$ cat src/rtl/data_mem_block_reader_pkg.sv
`default_nettype none
// ============================================================================
// Module      : data_mem_block_reader_pkg
// Description : Shared constants and FSM state type for the data-memory
//               block reader and the memory wrapper it sits in front of.
// Revision    : 1.0 - initial release
// ============================================================================
package data_mem_block_reader_pkg;

    localparam int MEM_DATA_W = 32;
    localparam int MEM_ADDR_W = 9;
    localparam int MEM_DEPTH  = 342;
    localparam int MEM_LEN_W  = 10;

    typedef enum logic [1:0] {
        ST_IDLE  = 2'd0,
        ST_RUN   = 2'd1,
        ST_DRAIN = 2'd2
    } state_e;

endpackage
`default_nettype wire

$ cat src/rtl/data_mem_block_reader_if.sv
`default_nettype none
// ============================================================================
// Module      : data_mem_block_reader_if
// Description : Avalon-MM read port toward the data memory plus the
//               valid/ready output stream of the block reader.
// Revision    : 1.0 - initial release
// ============================================================================
interface data_mem_block_reader_if
    import data_mem_block_reader_pkg::*;
#(
    parameter int DATA_W = MEM_DATA_W,
    parameter int ADDR_W = MEM_ADDR_W
) ();

    logic [ADDR_W-1:0] mem_address;
    logic              mem_chipselect;
    logic              mem_clken;
    logic              mem_write;
    logic [3:0]        mem_byteenable;
    logic [DATA_W-1:0] mem_writedata;
    logic [DATA_W-1:0] mem_readdata;

    logic [DATA_W-1:0] out_data;
    logic              out_valid;
    logic              out_last;
    logic              out_ready;

    modport master (
        output mem_address, mem_chipselect, mem_clken, mem_write,
        output mem_byteenable, mem_writedata,
        input  mem_readdata,
        output out_data, out_valid, out_last,
        input  out_ready
    );

    modport slave (
        input  mem_address, mem_chipselect, mem_clken, mem_write,
        input  mem_byteenable, mem_writedata,
        output mem_readdata,
        input  out_data, out_valid, out_last,
        output out_ready
    );

endinterface
`default_nettype wire

$ cat src/rtl/data_mem_rd_skid_fifo.sv
`default_nettype none
// ============================================================================
// Module      : data_mem_rd_skid_fifo
// Description : 2-entry valid/ready buffer; an incoming word falls straight
//               through to the head when the buffer is empty.
// Revision    : 1.0 - initial release
// ============================================================================
module data_mem_rd_skid_fifo #(
    parameter int DATA_W = 32
) (
    input  wire               clk,
    input  wire               rst_n,
    input  wire               in_valid,
    input  wire  [DATA_W-1:0] in_data,
    output logic              out_valid,
    output logic [DATA_W-1:0] out_data,
    input  wire               out_ready,
    output logic [1:0]        count
);

    logic [DATA_W-1:0] entry_q [2];
    logic [DATA_W-1:0] entry_d [2];
    logic              rd_ptr_q, rd_ptr_d;
    logic [1:0]        count_q, count_d;
    logic              wr_ptr;
    logic              store;
    logic              pop_buf;

    always_comb begin
        entry_d   = entry_q;
        out_valid = (count_q != 2'd0) || in_valid;
        out_data  = (count_q != 2'd0) ? entry_q[rd_ptr_q] : in_data;
        // Tail slot; with two words stored this is the head slot being freed.
        wr_ptr    = rd_ptr_q ^ count_q[0];
        store     = in_valid && ((count_q != 2'd0) || !out_ready);
        pop_buf   = out_ready && (count_q != 2'd0);
        if (store) begin
            entry_d[wr_ptr] = in_data;
        end
        rd_ptr_d  = rd_ptr_q ^ pop_buf;
        count_d   = count_q + {1'b0, store} - {1'b0, pop_buf};
    end

    always_ff @(posedge clk or negedge rst_n) begin
        if (!rst_n) begin
            entry_q[0] <= '0;
            entry_q[1] <= '0;
            rd_ptr_q   <= 1'b0;
            count_q    <= 2'd0;
        end else begin
            entry_q    <= entry_d;
            rd_ptr_q   <= rd_ptr_d;
            count_q    <= count_d;
        end
    end

    assign count = count_q;

endmodule
`default_nettype wire

$ cat src/rtl/data_mem_block_reader.sv
`default_nettype none
// ============================================================================
// Module      : data_mem_block_reader
// Description : Streams a contiguous block of the on-chip data memory out on a
//               valid/ready interface, keeping at most two words ahead of the sink.
// Revision    : 1.0 - initial release
// ============================================================================
module data_mem_block_reader
    import data_mem_block_reader_pkg::*;
#(
    parameter int DATA_W = MEM_DATA_W,
    parameter int ADDR_W = MEM_ADDR_W,
    parameter int DEPTH  = MEM_DEPTH,
    parameter int LEN_W  = MEM_LEN_W
) (
    input  wire               clk,
    input  wire               reset_n,
    input  wire               start,
    input  wire  [ADDR_W-1:0] base_addr,
    input  wire  [LEN_W-1:0]  length,
    output logic              busy,
    output logic              done,
    output logic              error,
    data_mem_block_reader_if.master bus
);

    localparam int               EXT_W     = LEN_W + 1 - ADDR_W;
    localparam logic [LEN_W:0]   DEPTH_EXT = (LEN_W + 1)'(DEPTH);

    state_e            state_q, state_d;
    logic [ADDR_W-1:0] addr_q, addr_d;
    logic [LEN_W-1:0]  issue_rem_q, issue_rem_d;
    logic [LEN_W-1:0]  recv_rem_q, recv_rem_d;
    logic              inflight_q, inflight_d;
    logic              zero_done_q, zero_done_d;
    logic              error_q, error_d;

    logic [1:0]        fifo_count;
    logic              fifo_valid;
    logic [DATA_W-1:0] fifo_data;
    logic [1:0]        occupancy;
    logic [LEN_W:0]    end_addr;
    logic              start_ok;
    logic              xfer;
    logic              issue;
    logic              last_xfer;

    always_comb begin
        state_d     = state_q;
        addr_d      = addr_q;
        issue_rem_d = issue_rem_q;
        recv_rem_d  = recv_rem_q;
        error_d     = 1'b0;
        zero_done_d = 1'b0;

        end_addr  = {{EXT_W{1'b0}}, base_addr} + {1'b0, length};
        start_ok  = start && (state_q == ST_IDLE) && !zero_done_q;
        xfer      = fifo_valid && bus.out_ready;
        last_xfer = (state_q != ST_IDLE) && xfer && (recv_rem_q == LEN_W'(1));
        occupancy = fifo_count + {1'b0, inflight_q};
        // A full pipeline may still issue when the sink frees a slot this cycle.
        issue     = (state_q == ST_RUN) && (issue_rem_q != '0) &&
                    ((occupancy < 2'd2) || ((occupancy == 2'd2) && xfer));
        inflight_d = issue;

        case (state_q)
            ST_IDLE: begin
                if (start_ok) begin
                    if (end_addr > DEPTH_EXT) begin
                        error_d = 1'b1;
                    end else if (length == '0) begin
                        zero_done_d = 1'b1;
                    end else begin
                        state_d     = ST_RUN;
                        addr_d      = base_addr;
                        issue_rem_d = length;
                        recv_rem_d  = length;
                    end
                end
            end
            ST_RUN: begin
                if (issue) begin
                    issue_rem_d = issue_rem_q - LEN_W'(1);
                    // Address is held on the final word so it never passes DEPTH-1.
                    if (issue_rem_q == LEN_W'(1)) begin
                        state_d = ST_DRAIN;
                    end else begin
                        addr_d = addr_q + ADDR_W'(1);
                    end
                end
            end
            ST_DRAIN: begin
            end
            default: begin
                state_d = ST_IDLE;
            end
        endcase

        if ((state_q != ST_IDLE) && xfer) begin
            recv_rem_d = recv_rem_q - LEN_W'(1);
            if (recv_rem_q == LEN_W'(1)) begin
                state_d = ST_IDLE;
            end
        end
    end

    always_ff @(posedge clk or negedge reset_n) begin
        if (!reset_n) begin
            state_q     <= ST_IDLE;
            addr_q      <= '0;
            issue_rem_q <= '0;
            recv_rem_q  <= '0;
            inflight_q  <= 1'b0;
            zero_done_q <= 1'b0;
            error_q     <= 1'b0;
        end else begin
            state_q     <= state_d;
            addr_q      <= addr_d;
            issue_rem_q <= issue_rem_d;
            recv_rem_q  <= recv_rem_d;
            inflight_q  <= inflight_d;
            zero_done_q <= zero_done_d;
            error_q     <= error_d;
        end
    end

    data_mem_rd_skid_fifo #(
        .DATA_W (DATA_W)
    ) u_fifo (
        .clk       (clk),
        .rst_n     (reset_n),
        .in_valid  (inflight_q),
        .in_data   (bus.mem_readdata),
        .out_valid (fifo_valid),
        .out_data  (fifo_data),
        .out_ready (bus.out_ready),
        .count     (fifo_count)
    );

    assign bus.mem_address    = addr_q;
    assign bus.mem_chipselect = issue;
    assign bus.mem_clken      = 1'b1;
    assign bus.mem_write      = 1'b0;
    assign bus.mem_byteenable = 4'hF;
    assign bus.mem_writedata  = '0;

    assign bus.out_data  = fifo_data;
    assign bus.out_valid = fifo_valid;
    assign bus.out_last  = fifo_valid && (recv_rem_q == LEN_W'(1));

    assign busy  = (state_q != ST_IDLE) || zero_done_q;
    assign done  = last_xfer || zero_done_q;
    assign error = error_q;

endmodule
`default_nettype wire

$ cat src/flat_wrapper.sv
// flat-port wrapper written by rule: the top's interface ports become plain ports
module data_mem_block_reader_flat import data_mem_block_reader_pkg::*;
#(
    parameter int DATA_W = MEM_DATA_W,
    parameter int ADDR_W = MEM_ADDR_W,
    parameter int DEPTH  = MEM_DEPTH,
    parameter int LEN_W  = MEM_LEN_W
)
  (clk, reset_n, start, base_addr, length, busy, done, error, bus_mem_address, bus_mem_chipselect, bus_mem_clken, bus_mem_write, bus_mem_byteenable, bus_mem_writedata, bus_mem_readdata, bus_out_data, bus_out_valid, bus_out_last, bus_out_ready);
  data_mem_block_reader_if #(.DATA_W(DATA_W), .ADDR_W(ADDR_W)) bus_i ();
  input  wire clk;
  input  wire reset_n;
  input  wire start;
  input  wire  [ADDR_W-1:0] base_addr;
  input  wire  [LEN_W-1:0] length;
  output logic busy;
  output logic done;
  output logic error;
  output wire logic [$bits(bus_i.mem_address)-1:0] bus_mem_address;
  output wire logic [$bits(bus_i.mem_chipselect)-1:0] bus_mem_chipselect;
  output wire logic [$bits(bus_i.mem_clken)-1:0] bus_mem_clken;
  output wire logic [$bits(bus_i.mem_write)-1:0] bus_mem_write;
  output wire logic [$bits(bus_i.mem_byteenable)-1:0] bus_mem_byteenable;
  output wire logic [$bits(bus_i.mem_writedata)-1:0] bus_mem_writedata;
  input wire logic [$bits(bus_i.mem_readdata)-1:0] bus_mem_readdata;
  output wire logic [$bits(bus_i.out_data)-1:0] bus_out_data;
  output wire logic [$bits(bus_i.out_valid)-1:0] bus_out_valid;
  output wire logic [$bits(bus_i.out_last)-1:0] bus_out_last;
  input wire logic [$bits(bus_i.out_ready)-1:0] bus_out_ready;
  assign bus_mem_address = bus_i.mem_address;
  assign bus_mem_chipselect = bus_i.mem_chipselect;
  assign bus_mem_clken = bus_i.mem_clken;
  assign bus_mem_write = bus_i.mem_write;
  assign bus_mem_byteenable = bus_i.mem_byteenable;
  assign bus_mem_writedata = bus_i.mem_writedata;
  assign bus_i.mem_readdata = bus_mem_readdata;
  assign bus_out_data = bus_i.out_data;
  assign bus_out_valid = bus_i.out_valid;
  assign bus_out_last = bus_i.out_last;
  assign bus_i.out_ready = bus_out_ready;
  data_mem_block_reader #(.DATA_W(DATA_W), .ADDR_W(ADDR_W), .DEPTH(DEPTH), .LEN_W(LEN_W)) u_core (.clk(clk), .reset_n(reset_n), .start(start), .base_addr(base_addr), .length(length), .busy(busy), .done(done), .error(error), .bus(bus_i));
endmodule
$ cat config.mk
export PLATFORM = sky130hd
export DESIGN_NAME = data_mem_block_reader_flat
export DESIGN_NICKNAME = d
export VERILOG_FILES = /design/src/rtl/data_mem_block_reader_pkg.sv /design/src/rtl/data_mem_block_reader_if.sv /design/src/rtl/data_mem_rd_skid_fifo.sv /design/src/rtl/data_mem_block_reader.sv /design/src/flat_wrapper.sv
export SDC_FILE = /design/constraint.sdc
export NUM_CORES = 1
export LEC_CHECK = 0
export CORE_ASPECT_RATIO = 1.1
export CORE_MARGIN = 10
export CORE_UTILIZATION = 43
export DETAILED_ROUTE_END_ITERATION = 7
export GPL_ROUTABILITY_DRIVEN = 0
export GPL_TIMING_DRIVEN = 1
export PLACE_DENSITY_LB_ADDON = 0.2
export SKIP_LAST_GASP = 1
export SYNTH_ARGS = -nofsm -noshare
export SYNTH_HDL_FRONTEND = slang
export SYNTH_SLANG_ARGS = --single-unit
$ cat constraint.sdc
create_clock -name clk -period 2.76 [get_ports clk]
set_input_delay 0.552 -clock clk [delete_from_list [all_inputs] [get_ports clk]]
set_output_delay 0.552 -clock clk [all_outputs]
set_load 0.005 [all_outputs]
# --- Word-level counts from Yosys, hierarchy flattened ---
# Index checks and enable logic that the tools add are counted.
classes:
  n_mux: 35
  n_addsub: 7
  bitwise_logic: 4
  reduce_logical: 30
  order_cmp: 5
  n_eq_ne: 12
op_table:
  columns: ["cell", "n"]
  rows:
  - ["32-bit 2-to-1 mux", 5]
  - ["64-bit bitwise mux", 1]
  - ["10-bit 2-to-1 mux", 6]
  - ["9-bit 2-to-1 mux", 5]
  - ["32-bit demux with 1-bit select", 1]
  - ["10-bit by 1-bit == test with 1-bit output (second input constant)", 2]
  - ["10-bit one-hot mux with 2 select lines", 1]
  - ["10-bit by 1-bit subtractor with 10-bit output (second input constant)", 2]
  - ["9-bit one-hot mux with 2 select lines", 1]
  - ["2-bit 2-to-1 mux", 7]
  - ["1-bit logical AND", 12]
  - ["9-bit by 10-bit adder with 11-bit output", 1]
  - ["11-bit by 9-bit > comparator with 1-bit output (second input constant)", 1]
  - ["10-bit zero test", 1]
  - ["2-bit inequality test (second input constant)", 5]
  - ["10-bit nonzero test", 1]
  - ["2-bit nonzero test", 5]
  - ["9-bit by 1-bit adder with 9-bit output (second input constant)", 1]
  - ["1-bit 2-to-1 mux", 7]
  - ["2-bit one-hot mux with 3 select lines", 1]
  - ["6-bit AND reduction", 1]
  - ["1-bit logical OR", 5]
  - ["5-bit AND reduction", 1]
  - ["2-bit by 1-bit adder with 2-bit output", 2]
  - ["other kinds (12)", 18]
totals:
  in_bits: 55
  output_inout_bits: 85
  regBits: 101

# --- Longest topological paths before layout ---
# Gate-level depths: netlist of the first run.
depth:
  word_depth: 10
  mapped_depth: 11
  depth_no_buf: 10

# --- By module ---
# A second synthesis of the first run with hierarchy kept.
unflattened:
  hier_cells: 646
  hier_area_um2: 6293.5
by_module_without_submodules:
  columns: ["mod", "seq_area_each_um2", "instances", "cells_per_inst", "area_per_inst_um2"]
  rows:
  - ["data_mem_rd_skid_fifo", 1676.6, 1, 300, 3400.8]
  - ["data_mem_block_reader", 850.8, 1, 346, 2892.8]

# --- Least setup slack after synthesis of the first run ---
# Ideal clock, no wire load.
synth_timing:
  kind: "input port to flip-flop"
  from: "input port base_addr[0]"
  to: "register u_core.addr_q[1], in the netlist u_core.bus.mem_address[1]"
  setup_time_ps: 125
  setup_slack_ps: -290
  arrival_time_ps: 2925
  required_ps: 2635
  path_stages: 10
  cell_sequence: "ha_1 fa_1 a21oi_1 o21ai_1 o311a_1 nor2_1 xor2_1 o21ai_2 a21oi_4 mux2_4"
synth_between:
  elab_chain_cells: 4
synth_lines:
  columns: ["item", "line", "text"]
  rows:
  - ["from (decl)", "flat_wrapper.sv:14", "input wire [ADDR_W-1:0] base_addr;"]
  - ["9-bit by 10-bit adder with 11-bit output", "data_mem_block_reader.sv:56", "end_addr = {{EXT_W{1'b0}}, base_addr} + {1'b0, length};"]
  - ["11-bit by 9-bit > comparator with 1-bit output", "data_mem_block_reader.sv:69", "if (end_addr > DEPTH_EXT) begin"]
  - ["2-bit inequality test (no source line)", null, null]
  - ["6-bit AND reduction (no source line)", null, null]
  - ["to (signal assigned)", "data_mem_block_reader.sv:118", "addr_q <= addr_d;"]
  - ["to (decl)", "data_mem_block_reader.sv:31", "logic [ADDR_W-1:0] addr_q, addr_d;"]
# Every way passes these cells.
# A chain may end at the register's enable or synchronous reset.

# --- Worst setup path in the final report of the first run ---
layout_timing:
  from: "input port base_addr[4]"
  to: "register u_core.issue_rem_q[6]"
layout_between:
  elab_chain_cells: 4
layout_lines:
  columns: ["item", "line", "text"]
  rows:
  - ["9-bit by 10-bit adder with 11-bit output", "data_mem_block_reader.sv:56", null]
  - ["11-bit by 9-bit > comparator with 1-bit output", "data_mem_block_reader.sv:69", null]
  - ["2-bit inequality test (no source line)", null, null]
  - ["5-bit AND reduction (no source line)", null, null]
  - ["to (signal assigned)", "data_mem_block_reader.sv:119", "issue_rem_q <= issue_rem_d;"]
  - ["to (decl)", "data_mem_block_reader.sv:32", "logic [LEN_W-1:0] issue_rem_q, issue_rem_d;"]
# Every way passes these cells.

==> impl_metrics.yaml, run 1 <==
status:
  status: "complete, no violations"
routing:
  ant_nets: 0
  vias: 5156
  drt_iter0_markers: 378
  vias_per_cell: 5.40
  drc_errors: 0
  drt-pass1-iter-count: 6
  wl_mm: 16.8
  wl_per_cell_um: 17.5
sta:
  rsz0062_at_grt: "yes"
  report.final.slew_viol_count: 0
  tns_ns: 0
  period_share_pct: 97.6
  hold_ws_ns: 0.149
  setup_viol: 0
  finalHoldViolCount: 0
  skew_ns: 0.00964
  fmax_mhz: 371
  min_period_ns: 2.70
job:
  max_cap_viol_count: 0
power:
  powerDensity_nw_per_um2: 1180
  power.leakage_uw: 0.00356
  power.share.clock_pct: 13.9
  p_total_uw: 9680
  swShare_pct: 37.5
  netSwitchingPower_uw: 3630
  p_seq_share_pct: 28.8
  p_comb_share_pct: 57.3
  vdd_drop_max_mv: 0.667
  p_int_uw: 6060
global_route:
  grt.overflow.total: 0
  antenna_found_initial: 0
  grt_pass1_wl_mm: 27.4
  grt_pass1_vias: 5332
  grt_util_all_layers_pct: 16.9
  grt_max_degree: 49
hold_path:
  hold_class: "in2async"
floorplanning:
  dieArea_um2: 19400
  io_pins: 140
  rows: 45
  initial_core_util_pct: 44.0
  die_h_um: 145
  die_x_um: 134
  core_um2: 13900
finish:
  layout_commonest_cell: "dfrtp_1"
  final_cell_mix: "98 x dfrtp_1, 79 x clkdlybuf4s50_1, 64 x mux2_2, 61 x nor2_1, 60 x buf_4"
  final_util_pct: 59.1
  layout-drive-gt1-share_pct: 27.4
  final_nets: 835
  nFillCells: 1170
  seqCellArea_um2: 2530
  antenna_cells: 0
  area_delta_synth_final_pct: 34.4
  multi_input_area_um2: 3510
clocking:
  clkLatencyLatePin_ns: 0.35
  htreeDepth: 3
  path_clk_slew_ns: 0.07
  cts_buffers: 9
  cts_tree: "done"
  clk_path_buf_depth: 2
  cts_root_buf: "clkbuf_16"
  clock_sinks: 101
setup_path:
  slowest_stage: "or4_4"
  worst-path-buf-inv: 2
  reg2regPathDepth: 8
  critPathLaunchType: "input pin"
  crit_type: "in2reg"
  crit_path_end_kind: "flop"
  reg2reg_to: "u_core.u_fifo.count[1]"
  rrSetupSlack_ns: 0.45
  path_max_fanout: 8
  critPathArrivalTime_ns: 2.99
  timing.rr.start: "u_core.u_fifo.count[0]"
  slowest_delay_ns: 0.53
  critPathRequiredTime_ns: 3.05
  crit_family: "compound AO/OA/AOI/OAI gates"
  cp_cell_sequence: "dlygate4sd2_1, ha_4, a21oi_4, nand2_2, o21a_1, or4_4, a211oi_4, o21ai_4, buf_6, a2bb2oi_1, o22a_1"
synthesis:
  syn_inst: 614
  synth-seq-cells: 101
  synthFlopType: "dfrtp_1"
  yosysWarnings: 0
  ys_seq_area_share_pct: 41.3
  synth_async_sr_flop_share_pct: 100
  synth_cell_types: 70
  syn_avg_cell_area_um2: 9.97
  synth-edff-count: 0
  syn_area_um2: 6120
placed_design:
  io_buffers: 101
  dp_hpwl_mm: 12.1
## what timing repair did
action | in CTS | in global routing
pin swaps | 16 | 19
hold buffers | 0 | 0
gates resized for setup | 43 | 32
buffers inserted | 4 | 4
cloned | 1 | 1
setup endpoints to repair | 37 | 38
## cells by family after synthesis
logic type	count (synthesis)	synth area share, %
simple gates	151	11.8
compound gates	150	16.6
flops	101	41.3
mux	98	17.4
buf+inv	86	7.77
fa+ha+maj	18	3.80
xor+xnor	8	1.15
other cells	2	0.123
## how the worst max path moves through the flow
stage                            start                        end  slack (ns)  cells past startpoint
after floorplan           base_addr[0]  u_core.bus.mem_address[1]       -0.04                     10
after global placement    base_addr[0]  u_core.bus.mem_address[1]       -0.56                     12
after detailed placement  base_addr[0]  u_core.bus.mem_address[1]       -0.64                     12
final                     base_addr[4]      u_core.issue_rem_q[6]        0.06                     11
after CTS                 base_addr[0]  u_core.bus.mem_address[1]       -0.05                     12
after global routing      base_addr[4]      u_core.issue_rem_q[3]       -0.03                     11
## final cells by class
| cell class | instances | area share [%] |
|---|---|---|
| flip-flops and latches | 101 | 30.8 |
| repair buffers | 169 | 19.0 |
| multi-input cells | 464 | 42.7 |
| inverters | 17 | 0.776 |
| clock buffers | 10 | 2.91 |
| well taps | 188 | 2.86 |
| clock inverters | 6 | 0.974 |
## Yosys cell counts, drive strengths merged, types with 4 or more instances
cell	number	area share, %
dfrtp	101	41
mux2	65	12
nor2	65	4.0
a21oi	60	5.6
buf	45	5.2
mux2i	33	5.4
nand2	27	1.7
clkbuf	24	1.5
o21ai	22	1.9
ha	17	3.5
inv	17	1.0
nor3	13	1.2
nand3	12	0.98
a31oi	10	1.0
o22a	9	1.3
a2bb2oi	8	1.1
o22ai	7	0.72
a211oi	6	0.82
and3	5	0.51
o211ai	5	0.61
xnor2	5	0.72
nor2b	4	0.41
o21a	4	0.51
## sequential cells by signal (all words and copies together), names as in the netlist, 2 cells and up
signal,flops
u_core.u_fifo.entry_q,64
u_core.issue_rem_q,10
u_core.recv_rem_q,10
u_core.bus.mem_address,9
u_core.state_q,2
u_core.u_fifo.count,2
## stage by stage
step	setup WS, ns	std cells	area (um^2)
floorplan	-0.0390	650	6290
global placement	-0.557	929	7630
global route	-0.0297	955	8220
CTS	-0.0451	950	8110
finish	0.0649	955	8220
detailed placement	-0.639	929	7630
## routing by layer
layer | share of wire (%) | up-vias | global-route usage, %
li1 | - | 2443 | -
met4 | 2.5 | 0 | 7.03
met1 | 41 | 2495 | 20.2
met2 | 49 | 186 | 28.3
met5 | 0 | - | 0
met3 | 6.8 | 32 | 4.21
## power groups by stage
stage                     combinational [uW]  sequential (uW)  clock (uW)
after floorplan                         3300             2640           0
after detailed placement                5390             2790           0
final                                   5550             2790        1350
after CTS                               5510             2770        1370
after global placement                  5270             2730           0
after global routing                    6090             2890        1440
(Power assumes the default switching activity.)
==> run 2: changes to the inputs <==
--- a/config.mk
+++ b/config.mk
@@ -5,6 +5,7 @@
 export SDC_FILE = /design/constraint.sdc
 export NUM_CORES = 1
 export LEC_CHECK = 0
+export ABC_CLOCK_PERIOD_IN_PS = 2760
 export CORE_ASPECT_RATIO = 1.1
 export CORE_MARGIN = 10
 export CORE_UTILIZATION = 43
==> results of run 2 <==
The final DEF is identical to that of run 1; final timing and power are the same.
==> run 3: changes to the inputs <==
--- a/config.mk
+++ b/config.mk
@@ -5,7 +5,7 @@
 export SDC_FILE = /design/constraint.sdc
 export NUM_CORES = 1
 export LEC_CHECK = 0
-export ABC_CLOCK_PERIOD_IN_PS = 2760
+export ABC_CLOCK_PERIOD_IN_PS = 2300
 export CORE_ASPECT_RATIO = 1.1
 export CORE_MARGIN = 10
 export CORE_UTILIZATION = 43
==> constraint.sdc (replaced) <==
create_clock -name clk -period 2.3 [get_ports clk]
set_input_delay 0.46 -clock clk [delete_from_list [all_inputs] [get_ports clk]]
set_output_delay 0.46 -clock clk [all_outputs]
set_load 0.005 [all_outputs]
==> impl_metrics.yaml, run 3 (synthesized netlist as in run 1, its figures left out) <==
setup_path:
  reg2reg_to: "u_core.bus.mem_address[1]"
  crit_type: "in2reg"
  path_max_fanout: 6
  rrSetupSlack_ns: -0.14
  timing.rr.start: "u_core.u_fifo.count[0]"
  critPathRequiredTime_ns: 2.61
  reg2regPathDepth: 12
  critPathArrivalTime_ns: 2.85
  critPathLaunchType: "input pin"
  crit_path_end_kind: "flop"
sta:
  report.final.slew_viol_count: 0
  min_period_ns: 2.54
  finalHoldViolCount: 0
  period_share_pct: 110
  setup_ws_ns: -0.241
  skew_ns: 0.00948
  fmax_mhz: 394
  tns_ns: -5.51
  rsz0062_at_grt: "yes"
  setup_viol: 44
finish:
  nFillCells: 1118
  largest_register_ffs: 64
  layout-drive-gt1-share_pct: 40.0
  multi_input_area_um2: 3790
  layout_commonest_cell: "dfrtp_1"
  instances_no_fill: 1001
  final_cell_mix: "100 x dfrtp_1, 88 x buf_4, 64 x mux2_2, 54 x nor2_1, 46 x clkdlybuf4s50_1"
  seqCellArea_um2: 2530
  area_delta_synth_final_pct: 46.5
  antenna_cells: 0
  largest-register: "u_core.u_fifo.entry_q"
  final_nets: 881
  top_regs: "u_core.u_fifo.entry_q: 64 flops, u_core.issue_rem_q: 10 flops, u_core.recv_rem_q: 10 flops"
power:
  powerDensity_nw_per_um2: 1400
  vdd_drop_max_mv: 0.735
  power.leakage_uw: 0.00389
floorplanning:
  die_x_um: 134
  rows: 45
  core_um2: 13900
  dieArea_um2: 19400
  io_pins: 140
  initial_core_util_pct: 44.0
  die_h_um: 145
clocking:
  htreeDepth: 3
  cts_root_buf: "clkbuf_16"
  clock_sinks: 101
  clk_path_buf_depth: 2
  clkLatencyLatePin_ns: 0.37
  cts_tree: "done"
  cts_buffers: 9
  path_clk_slew_ns: 0.07
global_route:
  grt_pass1_vias: 5730
  grt_pass1_wl_mm: 29.5
  antenna_found_initial: 0
  grt.overflow.total: 0
  grt_max_degree: 34
  grt_util_all_layers_pct: 18.4
hold_path:
  hold_class: "in2async"
status:
  status: "finished with violations"
  violations: "negative setup slack"
routing:
  drt_iter0_markers: 290
  drc_errors: 0
  ant_nets: 0
  wl_mm: 18.9
  vias: 5408
  wl_per_cell_um: 18.8
  vias_per_cell: 5.40
  drt-pass1-iter-count: 5
job:
  max_cap_viol_count: 0
placed_design:
  dp_hpwl_mm: 12.7
  dpl.cell_count: 954
  io_buffers: 101
[run 3: cell types whose count changed in the layout (fill, tap and decap cells not counted), moves of 7 or more]
cell / delta
a2bb2oi_1: -8
clkbuf_2: +8
clkdlybuf4s50_1: -33
a21oi_2: +11
a21oi_1: -10
a2bb2oi_2: +8
buf_4: +28
dlygate4sd2_1: +10
buf_6: +8
buf_2: +8
nor2_1: -7
[run 3: metal layers]
metal | up-vias | routed length (um) | share of wire (%) | track usage [%]
met2 | 173 | 9470 | 50 | 30.6
li1 | 2546 | - | - | -
met3 | 25 | 1340 | 7.1 | 5.21
met4 | 0 | 358 | 1.9 | 6.43
met1 | 2664 | 7690 | 41 | 22.2
met5 | - | 0 | 0 | 0
[run 3: critical path, cell delays in order]
cell	delay, ns
buf_8	0.10
ha_4	0.15
fa_2	0.37
a21oi_2	0.17
o21ai_2	0.09
buf_4	0.14
a211oi_2	0.18
o21ai_2	0.12
a211oi_4	0.34
o21ai_4	0.12
buf_6	0.15
buf_12	0.13
a22oi_1	0.15
o22a_1	0.16
[run 3: worst max path at each step]
stage	startpoint	endpoint	slack, ns
after floorplan	base_addr[0]	u_core.bus.mem_address[1]	-0.40
after global routing	length[0]	u_core.issue_rem_q[4]	-0.33
after detailed placement	base_addr[0]	u_core.bus.mem_address[1]	-1.02
final	base_addr[0]	u_core.issue_rem_q[4]	-0.24
after CTS	u_core.recv_rem_q[4]	done	-0.25
after global placement	base_addr[0]	u_core.bus.mem_address[1]	-0.99
[run 3: report_power, final]
group          leakage, uW  internal (uW)  switching (uW)  total (uW)
Sequential         0.00118           2700             620        3320
Combinational      0.00256           4050            3550        7600
Clock             0.000150            784             800        1580
[run 3: layout make-up]
cell class,instances,area share (%)
multi-input cells,464,42.3
flip-flops and latches,101,28.2
repair buffers,215,22.7
well taps,188,2.62
clock buffers,9,2.51
clock inverters,7,0.907
inverters,17,0.740
[run 3: what timing repair did]
| item | in CTS | in global routing |
|---|---|---|
| buffers inserted | 17 | 8 |
| endpoints found under the setup margin | 68 | 45 |
| resized for setup | 187 | 55 |
| cloned | 5 | 3 |
| hold buffers | 0 | 0 |
| pin swaps | 46 | 26 |
[run 3: per-stage QoR]
| stage | power [uW] | hold WS, ns | utilization [%] | setup slack [ns] | cell area [um^2] |
|---|---|---|---|---|---|
| after floorplan | 7160 | 0.164 | - | -0.405 | 6350 |
| after global placement | 9920 | 0.441 | 56.5 | -0.988 | 7860 |
| after detailed placement | 10100 | 0.440 | 56.5 | -1.02 | 7860 |
| after CTS | 12100 | 0.0490 | 62.8 | -0.250 | 8730 |
| after global routing | 13400 | 0.0616 | 64.4 | -0.331 | 8960 |
| final | 12500 | 0.0383 | 64.4 | -0.241 | 8960 |
